[config.mk]
export PLATFORM = sky130hd
export DESIGN_NAME = store_buffer_lsu
export DESIGN_NICKNAME = d
export VERILOG_FILES = /design/src/rtl/store_buffer_lsu.sv
export SDC_FILE = /design/constraint.sdc
export NUM_CORES = 1
export LEC_CHECK = 0
export BUFFER_PORTS_ARGS = -buffer_cell sky130_fd_sc_hd__buf_4
export CAP_MARGIN = 0
export CORE_ASPECT_RATIO = 1.2
export CORE_MARGIN = 2
export CORE_UTILIZATION = 30
export DETAILED_ROUTE_END_ITERATION = 10
export PLACE_DENSITY_LB_ADDON = 0.12
export SYNTH_ARGS = -nofsm -noshare
export SYNTH_HDL_FRONTEND = slang
export SYNTH_SLANG_ARGS = --single-unit
[constraint.sdc]
create_clock -name clk -period 6.3 [get_ports clk]
set_clock_uncertainty 0.1 [all_clocks]
set_input_delay 1.26 -clock clk [delete_from_list [all_inputs] [get_ports clk]]
set_output_delay 1.26 -clock clk [all_outputs]
set_load 0.02 [all_outputs]
[src/rtl/store_buffer_lsu.sv]
// ---------------------------------------------------------------------------
// store_buffer_lsu
//
// Load/store front-end placed directly in front of a single-port data memory
// (asynchronous read, synchronous write). Stores are absorbed into a small
// in-order FIFO and written back ("drained") in any cycle the memory port is
// not needed by a load. Loads are sent straight to memory and answered one
// cycle later. If the buffer holds a pending store to the same address, the
// youngest matching entry is returned instead of the memory contents.
//
// Optional feature (compile-time macro SB_COALESCE_EN):
//   When defined, a store to an address that already has a buffer entry
//   overwrites that entry's data in place. It is accepted even when the
//   buffer is full, unless the match is the head being drained in that same
//   cycle; in that case the store allocates normally. When the macro is not
//   defined, every store allocates a new entry and duplicates are allowed.
//
// Parameters:
//   DEPTH - store-buffer entries (power of 2, >= 2)
//   AW    - address width
//   DW    - data width
//
// Ports:
//   clk, rst          - clock, synchronous active-high reset
//   req_valid/ready   - request handshake (loads are always ready)
//   req_we            - 1 = store, 0 = load
//   req_adr/req_wdata - request address / store data
//   resp_valid        - one-cycle pulse, one cycle after an accepted load
//   resp_data         - load result (forwarded or from memory)
//   sb_empty          - no pending stores (registered)
//   mem_adr/mem_datain/mem_w/mem_r - memory pins (combinational)
//   mem_dataout       - memory asynchronous read data
// ---------------------------------------------------------------------------
module store_buffer_lsu #(
   parameter int DEPTH = 4,
   parameter int AW    = 64,
   parameter int DW    = 64
) (
   input  logic          clk,
   input  logic          rst,
   input  logic          req_valid,
   output logic          req_ready,
   input  logic          req_we,
   input  logic [AW-1:0] req_adr,
   input  logic [DW-1:0] req_wdata,
   output logic          resp_valid,
   output logic [DW-1:0] resp_data,
   output logic          sb_empty,
   output logic [AW-1:0] mem_adr,
   output logic [DW-1:0] mem_datain,
   output logic          mem_w,
   output logic          mem_r,
   input  logic [DW-1:0] mem_dataout
);

   localparam int PW = (DEPTH > 1) ? $clog2(DEPTH) : 1;
   localparam int CW = PW + 1;
   localparam logic [CW-1:0] FULL = CW'(DEPTH);

   // Entry storage and bookkeeping
   logic [AW-1:0]    adr_q   [DEPTH];
   logic [AW-1:0]    adr_d   [DEPTH];
   logic [DW-1:0]    data_q  [DEPTH];
   logic [DW-1:0]    data_d  [DEPTH];
   logic [DEPTH-1:0] valid_q;
   logic [DEPTH-1:0] valid_d;
   logic [PW-1:0]    head_q;
   logic [PW-1:0]    head_d;
   logic [PW-1:0]    tail_q;
   logic [PW-1:0]    tail_d;
   logic [CW-1:0]    count_q;
   logic [CW-1:0]    count_d;

   // Registered outputs
   logic             resp_valid_q;
   logic             resp_valid_d;
   logic [DW-1:0]    resp_data_q;
   logic [DW-1:0]    resp_data_d;
   logic             sb_empty_q;
   logic             sb_empty_d;

   // Per-cycle control
   logic             load_acc;
   logic             drain;
   logic             store_acc;
   logic             store_alloc;
   logic             coal_hit;
   logic [PW-1:0]    coal_idx;
   logic [DEPTH-1:0] hit_vec;
   logic [DW-1:0]    fwd_data;
   logic [PW-1:0]    age_idx;

   // Address match against every valid entry, head included.
   for (genvar gi = 0; gi < DEPTH; gi++) begin : g_hit
      assign hit_vec[gi] = valid_q[gi] && (adr_q[gi] == req_adr);
   end

   // Forwarding: walk entries oldest to youngest starting at head so the last
   // match seen is the youngest. Valid entries are contiguous from head.
   always_comb begin
      fwd_data = mem_dataout;
      age_idx  = head_q;
      for (int i = 0; i < DEPTH; i++) begin
         age_idx = head_q + PW'(i);
         if (hit_vec[age_idx]) begin
            fwd_data = data_q[age_idx];
         end
      end
   end

   // Port arbitration: an accepted load owns the memory port; otherwise the
   // head entry drains whenever one exists. Reset suppresses both.
   assign load_acc = !rst && req_valid && !req_we;
   assign drain    = !rst && !load_acc && (count_q != '0);

   // Coalescing target: a matching entry that is not leaving this cycle.
`ifdef SB_COALESCE_EN
   always_comb begin
      coal_hit = 1'b0;
      coal_idx = '0;
      for (int i = 0; i < DEPTH; i++) begin
         if (hit_vec[i] && !(drain && (PW'(i) == head_q))) begin
            coal_hit = 1'b1;
            coal_idx = PW'(i);
         end
      end
   end
`else
   assign coal_hit = 1'b0;
   assign coal_idx = '0;
`endif

   // No enqueue-on-drain when full: the full check uses the current count.
   assign req_ready   = req_we ? (coal_hit || (count_q != FULL)) : 1'b1;
   assign store_acc   = !rst && req_valid && req_we && req_ready;
   assign store_alloc = store_acc && !coal_hit;

   // Memory pins; all zero when the port is idle.
   always_comb begin
      mem_r      = load_acc;
      mem_w      = drain;
      mem_adr    = '0;
      mem_datain = '0;
      if (load_acc) begin
         mem_adr = req_adr;
      end else if (drain) begin
         mem_adr    = adr_q[head_q];
         mem_datain = data_q[head_q];
      end
   end

   // Next-state for FIFO and registered outputs
   always_comb begin
      adr_d   = adr_q;
      data_d  = data_q;
      valid_d = valid_q;
      head_d  = head_q;
      tail_d  = tail_q;
      count_d = count_q;

      if (store_alloc) begin
         adr_d[tail_q]   = req_adr;
         data_d[tail_q]  = req_wdata;
         valid_d[tail_q] = 1'b1;
         tail_d          = tail_q + PW'(1);
      end
      if (store_acc && coal_hit) begin
         data_d[coal_idx] = req_wdata;
      end
      if (drain) begin
         valid_d[head_q] = 1'b0;
         head_d          = head_q + PW'(1);
      end

      case ({store_alloc, drain})
         2'b10:   count_d = count_q + CW'(1);
         2'b01:   count_d = count_q - CW'(1);
         default: count_d = count_q;
      endcase

      resp_valid_d = load_acc;
      resp_data_d  = load_acc ? fwd_data : resp_data_q;
      sb_empty_d   = (count_d == '0);
   end

   // Control state with synchronous reset
   always_ff @(posedge clk) begin
      if (rst) begin
         valid_q      <= '0;
         head_q       <= '0;
         tail_q       <= '0;
         count_q      <= '0;
         resp_valid_q <= 1'b0;
         resp_data_q  <= '0;
         sb_empty_q   <= 1'b1;
      end else begin
         valid_q      <= valid_d;
         head_q       <= head_d;
         tail_q       <= tail_d;
         count_q      <= count_d;
         resp_valid_q <= resp_valid_d;
         resp_data_q  <= resp_data_d;
         sb_empty_q   <= sb_empty_d;
      end
   end

   // Entry payload needs no reset: it is only observed through valid bits.
   always_ff @(posedge clk) begin
      adr_q  <= adr_d;
      data_q <= data_d;
   end

   assign resp_valid = resp_valid_q;
   assign resp_data  = resp_data_q;
   assign sb_empty   = sb_empty_q;

endmodule

# Yosys cells after proc, flatten, opt, wreduce, memory -nomap -nowiden
# Cells that the tools add are included.
# word_totals
reg_bits,589
elab_cells,110
# classes
add_sub_neg,6
n_lt_le_gt_ge,13
eq_ne,7
n_mux,43
n_bitwise,8
reduce_logical,18
# ops
operator,n
64-bit two-way mux,19
64-bit binary-select mux with 2-bit select,5
256-bit bitwise mux,2
64-bit equality test,4
64-bit demux with 2-bit select,1
"3-bit greater-or-equal comparator, second input constant",5
"2-bit by 3-bit less-than comparator with 1-bit output, second input constant",5
2-bit inverter with 3-bit output,5
1-bit logical AND,13
1-bit binary-select mux with 2-bit select,4
4-bit two-way mux,2
1-bit two-way mux,7
3-bit one-hot mux with 2 select lines,1
"2-bit by 1-bit adder with 2-bit output, second input constant",2
"2-bit adder, second input constant",2
4-bit bitwise AND,1
1-bit demux with 2-bit select,2
"2-bit by 1-bit greater-or-equal comparator with 1-bit output, second input constant",2
4-bit inverter,1
4-bit bitwise OR,1
"3-bit by 1-bit adder with 3-bit output, second input constant",1
1-bit zero test,3
3-bit zero test,1
"3-bit by 1-bit less-than comparator with 1-bit output, second input constant",1
other kinds (5),5

# Longest topological paths before layout
# Gate-level depths: netlist of the first run.
# logic_depth
depth_word,9
mapped_depth,14

# Worst setup path before layout of the first run
# OpenSTA, ideal clock, no wires.
# synth_timing
path_type,input -> register
startpoint,in rst
endpoint,reg adr_q[0] (netlist bit) (enable)
setup_ns,0.503
arrival_ns,4.766
required_ns,5.697
setup_slack_ns,0.931
path_stages,4
n_path_buf,0
cell_sequence,inv_1 -> nand3_1 -> a21oi_1 -> and2_1
# synth_between
elab_chain_len,4
# synth_rtl
element,line_no,source
"start, declared",40,"input logic rst,"
1-bit zero test,135,assign store_acc = !rst && req_valid && req_we && req_ready;
1-bit logical AND (3 in series),135,
"end signal, assigned",209,adr_q <= adr_d;
"end, declared",61,logic [AW-1:0] adr_q [DEPTH];
# Every way passes these cells.
# A chain may end at the register's enable or synchronous reset.

# Final worst setup path of the first run
# layout_timing
startpoint,in rst
endpoint,out mem_adr[19]
# layout_between
elab_chain_len,8
# layout_rtl
element,line_no,source
1-bit zero test (*),"113, 114",
1-bit logical AND (2 in series),113,assign load_acc = !rst && req_valid && !req_we;
1-bit zero test,114,assign drain = !rst && !load_acc && (count_q != '0);
1-bit logical AND (2 in series),114,
64-bit two-way mux,146,end else if (drain) begin
64-bit two-way mux (*),144,if (load_acc) begin
"end, declared",49,"output logic [AW-1:0] mem_adr,"
# Every way passes the cells marked *; elsewhere a longest branch is shown, timed or not.

==> results of run 1 <==
==> per-layer routing <==
metal,GRT usage,share of wire
met1,0.276,0.39
met2,0.396,0.49
met3,0.0432,0.066
met4,0.0986,0.044
met5,0,0.00098
==> cell type report <==
class	instances	area (um2)	share of cell area
tap	1507	1890	0.0462
clock inverter	31	265	0.00650
multi-input combinational	1850	15800	0.388
timing repair buffer	449	3630	0.0890
sequential	589	16900	0.414
clock buffer	99	2070	0.0506
antenna	6	15.0	0.000368
inverter	52	198	0.00484
==> synthesized netlist by cell type, drive strengths merged (64+ instances only) <==
master / count / area, um2
a21oi: 136 / 681
dfxtp: 77 / 1540
and2: 70 / 438
mux2: 252 / 3060
edfxtp: 512 / 15400
nand2: 101 / 395
a2111oi: 64 / 936
nor2: 83 / 312
clkbuf: 160 / 602
nor3: 69 / 395
buf: 69 / 373
o22ai: 65 / 413
nand4: 74 / 463
nand2b: 146 / 913
mux2i: 189 / 1900
mux4: 64 / 1440
xnor2: 145 / 1270
==> worst max-delay path: stages <==
cell      delay, ns
buf_4          0.20
inv_2          0.21
nand3b_1       0.22
buf_4          0.70
buf_4          0.69
o21ai_0        0.35
buf_4          0.27
==> power by group through the flow <==
stage / registers, W / clock network (W) / logic (W)
after floorplan: 0.00451 / 0 / 0.00143
after global routing: 0.00442 / 0.00442 / 0.00248
after CTS: 0.00441 / 0.00427 / 0.00236
final: 0.00441 / 0.00417 / 0.00234
after global placement: 0.00449 / 0 / 0.00232
after detailed placement: 0.00450 / 0 / 0.00235
==> cell families (layout without fill, tap and decap cells) <==
kind of cell    Yosys count  in the layout  share of synthesized area
flops                   589            589                      0.499
xor+xnor                185            185                     0.0478
mux                     505            505                      0.189
compound gates          520            520                      0.122
other cells               0              6                          0
simple gates            630            630                      0.103
buf+inv                 281            631                     0.0345
fa+ha+maj                10             10                    0.00391
==> state kept, by name (all words and copies together) (netlist names) <==
signal and flops:
adr_q 256, valid_q 4, head_q 2, sb_empty 1, tail_q 2, resp_data 64, data_q 256, resp_valid 1
count_q 3
==> metrics by stage <==
| stage | area [um2] | cells | hold slack (ns) |
|---|---|---|---|
| finish | 40800 | 4583 | 0.415 |
| global route | 40800 | 4581 | 0.451 |
| CTS | 40800 | 4577 | 0.424 |
| detailed placement | 38500 | 4447 | 0.415 |
| global placement | 38500 | 4447 | 0.401 |
| floorplan | 33900 | 2720 | 0.375 |
==> layout by cell type (no fill, tap or decap), types with 18 or more instances in the layout <==
cell type,n
nand2b_1,146
o22ai_1,64
a22o_1,51
edfxtp_1,512
buf_12,21
nor3_1,58
clkbuf_16,76
nor2_1,83
o2111ai_1,24
mux2_2,191
inv_1,47
and2_1,66
dfxtp_1,75
a2111oi_2,60
o21ai_0,18
nor4_1,27
mux4_2,64
nand4_1,74
xnor2_1,145
buf_4,428
a31oi_1,59
mux2i_1,188
a21oi_1,136
nand2_1,98
xor2_1,40
mux2_4,61
a221o_1,49
==> worst max path at each step <==
stage | from | to | depth (start not counted)
6_report | rst | mem_adr[19] | 7
5_1_grt | rst | mem_adr[19] | 7
4_1_cts | rst | mem_adr[19] | 7
3_5_place_dp | req_adr[62] | resp_data[58] | 11
3_3_place_gp | req_adr[62] | resp_data[58] | 11
2_1_floorplan | rst | adr_q[0] | 4
==> results.json, run 1 <==
{
  "avgSynthCellArea_um2": 12.5,
  "die_w_um": 311,
  "num_vias": 25200,
  "p_clk_frac": 0.382,
  "relSlewSlack": 0.221,
  "layout_worst_path_cycle_share": 0.843,
  "drtIter0Drc": 2342,
  "grt_overflow": 0,
  "fillers": 11000,
  "r2r-end": "resp_data[58]",
  "worstHoldEndpoint": "valid_q[1]",
  "synth_cells": 2720,
  "cts_setup_buffers": 0,
  "drc_errors": 0,
  "drive_above_1_share": 0.319,
  "seqPwrFrac": 0.404,
  "clock_sinks": 589,
  "clk_latency_ns": 0.63,
  "power.total_w": 0.0109,
  "p_leak_nw": 13.5,
  "switching_share": 0.289,
  "rrSetupSlack_ns": 1.65,
  "synth_edf_count": 512,
  "critPathCaptureType": "output port",
  "ys_seq_area_frac": 0.499,
  "fin_ws_ns": 0.992,
  "rsz0062_at_grt": "no",
  "p_int_w": 0.00776,
  "clkTransAtPathRegs_ns": 0.06,
  "switchingPower_w": 0.00315,
  "synth_seq_cells": 589,
  "die_h_um": 372,
  "place.port_buffers": 392,
  "syn-cell-area_um2": 33900,
  "grtUsageTotal": 0.228,
  "final.setup.tns_ns": 0,
  "start_kind": "input pin",
  "cts_tree": "yes",
  "final_core_util": 0.363,
  "ir_drop_mv": 0.166,
  "tightest_slew_ns": 1.17,
  "hold_buffers": 0,
  "cts_made_buffers": 71,
  "clockBufferDepth": 3,
  "grt_pass1_wl_mm": 190,
  "dr.pass1.iters": 6,
  "p_comb_frac": 0.214,
  "place.gp.congestion": 0.924,
  "yosys_warnings": 0,
  "dpl_worst_slack_ns": 0.592,
  "postRouteWirelength_mm": 136,
  "drv_cap": 0,
  "min_from": "valid_q[1]",
  "hold_depth": 2,
  "antenna_found_initial": 16,
  "synth_flop_cell": "edfxtp_1",
  "hold_violations": 0,
  "min_period_ns": 5.31,
  "pin_count": 393,
  "grt_pass1_vias": 25200,
  "cts-root-buf": "clkbuf_16",
  "status": "complete, no violations",
  "floorplan.initialDensity": 0.301,
  "worst_ep_required_time_ns": 4.94,
  "ys_types": 74,
  "routed_via_density": 5.50,
  "syn_nets": 2926,
  "hold_path_class": "register to register",
  "die-area_um2": 116000,
  "ctsResizeCount": 0,
  "dpl.hpwl_mm": 90.9,
  "critPathKind": "input pin to output port",
  "slew_violations": 0,
  "async_flop_share": 0,
  "fmax_ghz": 0.188,
  "p_per_area_nw_per_um2": 267,
  "synthToLayoutAreaGrowth_pct": 20.5,
  "wire_per_inst_um": 29.8,
  "cp.arrival_ns": 3.95,
  "grt_start_max_net_pins": 165,
  "htreeDepth": 3,
  "r2r-start": "adr_q[190]",
  "num-nets-final": 3219,
  "reg2regPathDepth": 10,
  "drtAntennaViolNets": 0,
  "worstPathMaxFanout": 45,
  "rows": 135,
  "core_um2": 112000,
  "setup_viol": 0
}
No activity file was read; power rests on OpenSTA's default activity.
==> run 2: changes to the inputs <==
--- a/config.mk
+++ b/config.mk
@@ -5,6 +5,7 @@
 export SDC_FILE = /design/constraint.sdc
 export NUM_CORES = 1
 export LEC_CHECK = 0
+export ABC_AREA = 1
 export BUFFER_PORTS_ARGS = -buffer_cell sky130_fd_sc_hd__buf_4
 export CAP_MARGIN = 0
 export CORE_ASPECT_RATIO = 1.2
==> constraint.sdc (replaced) <==
create_clock -name clk -period 5 [get_ports clk]
set_clock_uncertainty 0.1 [all_clocks]
set_input_delay 1 -clock clk [delete_from_list [all_inputs] [get_ports clk]]
set_output_delay 1 -clock clk [all_outputs]
set_load 0.02 [all_outputs]
==> run 2 against run 1 <==
Effect of this change:
- non-clock buffer count up 5
- cell count up 55%
- global-route usage up 2.9 points
- synthesized area up 7.6%
- register-to-register slack worse by 0.18 ns
- routed wire length up 19%
- die area up 7.5%
- first-iteration DRC count up 24%
- final area up 6.8%
- sequential power up 26%
- highest routed layer unchanged
==> results.json, run 2 <==
{
  "die_h_um": 386,
  "synth_top_family_by_area": "simple AND/OR/NAND/NOR gates",
  "cts_setup_buffers": 0,
  "relSlewSlack": 0.278,
  "setup_viol": 0,
  "synth_seq_cells": 589,
  "yosys.cell_count.top_type": "nand2_1",
  "yosys.area_share.xor_xnor": 0.0103,
  "synth_top_area_frac": 0.422,
  "dpl.hpwl_mm": 117,
  "hold_path_class": "register to register",
  "synth-compound-area-share": 0.140,
  "grt_start_max_net_pins": 239,
  "grtUsageTotal": 0.257,
  "core_um2": 121000,
  "floorplan.initialDensity": 0.301,
  "worst_ep_required_time_ns": 3.90,
  "ctsResizeCount": 0,
  "yosys.area_share.simple": 0.280,
  "clkTransAtPathRegs_ns": 0.06,
  "start_kind": "register",
  "slew_violations": 0,
  "synth_area_leaders": "edfxtp_1, nand2_1, o21ai_0",
  "synth_common_cells": "nand2_1, o21ai_0, inv_1",
  "ys_types": 32,
  "power.total_w": 0.0144,
  "critPathCaptureType": "output port",
  "dr.pass1.iters": 6,
  "drc_errors": 0,
  "drv_cap": 0,
  "synthToLayoutAreaGrowth_pct": 19.7,
  "cts-root-buf": "clkbuf_16",
  "drive_above_1_share": 0.119,
  "synthMuxAreaShare": 0,
  "clk_latency_ns": 0.68,
  "clockBufferDepth": 3,
  "rows": 140,
  "yosysTopAreaCell": "edfxtp_1",
  "clock_sinks": 589,
  "switchingPower_w": 0.00470,
  "num-nets-final": 5620,
  "synth_flop_cell": "edfxtp_1",
  "synth_adder_area_share": 0.00364,
  "syn_nets": 5351,
  "critPathKind": "register to output port",
  "avgSynthCellArea_um2": 7.08,
  "yosys_warnings": 0,
  "num_vias": 35100,
  "ir_drop_mv": 0.214,
  "place.gp.congestion": 1.05,
  "layout_commonest_cell": "nand2_1",
  "rsz0062_at_grt": "no",
  "place.port_buffers": 392,
  "async_flop_share": 0,
  "grt_pass1_vias": 32900,
  "p_per_area_nw_per_um2": 329,
  "die_w_um": 322,
  "htreeDepth": 3,
  "drtIter0Drc": 2904,
  "synth_cells": 5145,
  "fin_ws_ns": 0.643,
  "tightest_slew_ns": 1.08,
  "syn-cell-area_um2": 36400,
  "p_int_w": 0.00966,
  "final.setup.tns_ns": 0,
  "routed-wl-met2_mm": 75.7,
  "layout_worst_path_cycle_share": 0.871,
  "antenna_found_initial": 15,
  "cts_made_buffers": 74,
  "hold_buffers": 0,
  "wl_met1_mm": 63.8,
  "grt_overflow": 0,
  "grt_pass1_wl_mm": 230,
  "die-area_um2": 124000,
  "final_core_util": 0.360,
  "pin_count": 393,
  "worstPathMaxFanout": 182,
  "synth_edf_count": 512,
  "hold_violations": 0,
  "whs_ns": 0.350,
  "routed_via_density": 4.93,
  "ys_seq_area_frac": 0.464,
  "fmax_ghz": 0.230,
  "rrSetupSlack_ns": 1.47,
  "routed.top_layer": "met5",
  "switching_share": 0.328,
  "wl_met3_mm": 10.5,
  "p_comb_frac": 0.236,
  "layout_common_cells": "nand2_1, o21ai_0, inv_1",
  "min_period_ns": 4.36,
  "drtAntennaViolNets": 0,
  "postRouteWirelength_mm": 163,
  "dpl_worst_slack_ns": 0.683,
  "cp.arrival_ns": 3.26,
  "cts_tree": "yes",
  "seqPwrFrac": 0.386,
  "p_leak_nw": 19.6,
  "status": "complete, no violations",
  "wire_per_inst_um": 22.9,
  "p_clk_frac": 0.378
}
-- run 2: cell types whose count changed after synthesis, moves of 113 or more --
cell      delta
nor2_1     +261
xnor2_1    -113
mux2i_1    -188
inv_1      +577
nand3_1    +220
nand2_1   +1802
nand2b_1   -146
o21ai_0    +683
mux2_2     -192
-- run 2: logic make-up (layout without fill, tap and decap cells) --
kind of cell,Yosys count,after routing
XOR/XNOR,43,43
adder cells (fa/ha/maj),10,10
AND/OR/NAND/NOR,2571,2571
buffers and inverters,952,1281
other,0,9
flip-flops,589,589
AO/OA/AOI/OAI,980,980
-- run 2: routing by layer --
layer  global-route usage  vias to the layer above
li1                     -                    17100
met5                    0                        -
met4                0.180                        6
met1                0.300                    16300
met2                0.427                     1323
met3               0.0450                      388
-- run 2: final cells by class --
| cell class | instances | area, um2 |
|---|---|---|
| fillers | 13000 | 77400 |
| flip-flops and latches | 589 | 16900 |
| multi-input cells | 3604 | 15900 |
| repair buffers | 454 | 3730 |
| inverters | 691 | 2600 |
| clock buffers | 102 | 2050 |
| well taps | 1633 | 2040 |
| clock inverters | 34 | 329 |
| diodes | 9 | 22.5 |
-- run 2: stage by stage --
| step | std cells | cell area (um2) |
|---|---|---|
| finish | 7116 | 43600 |
| CTS | 7107 | 43600 |
| floorplan | 5145 | 36500 |
| global placement | 6971 | 41200 |
| global route | 7112 | 43600 |
| detailed placement | 6971 | 41200 |
-- run 2: worst paths after layout --
path                 startpoint              to  cells after the start
hold reg to reg   resp_data[38]   resp_data[38]                      2
hold / removal    resp_data[38]   resp_data[38]                      2
setup reg to reg     adr_q[133]   resp_data[31]                     20
setup / recovery      head_q[0]  mem_datain[60]                      6
-- run 2: power by group through the flow --
stage / sequential (W) / combinational (W) / clock, W
6_report: 0.00555 / 0.00339 / 0.00542
5_1_grt: 0.00556 / 0.00377 / 0.00573
4_1_cts: 0.00555 / 0.00341 / 0.00556
3_5_place_dp: 0.00565 / 0.00340 / 0
3_3_place_gp: 0.00565 / 0.00340 / 0
2_1_floorplan: 0.00571 / 0.00198 / 0
-- run 2: worst max-delay path, cell delays in order, from the launching register on --
cell and delay [ns]:
dfxtp_4 0.39, buf_12 0.43, buf_12 0.52, o21ai_0 0.21, o21ai_0 0.57, nor2_1 0.14
buf_4 0.20
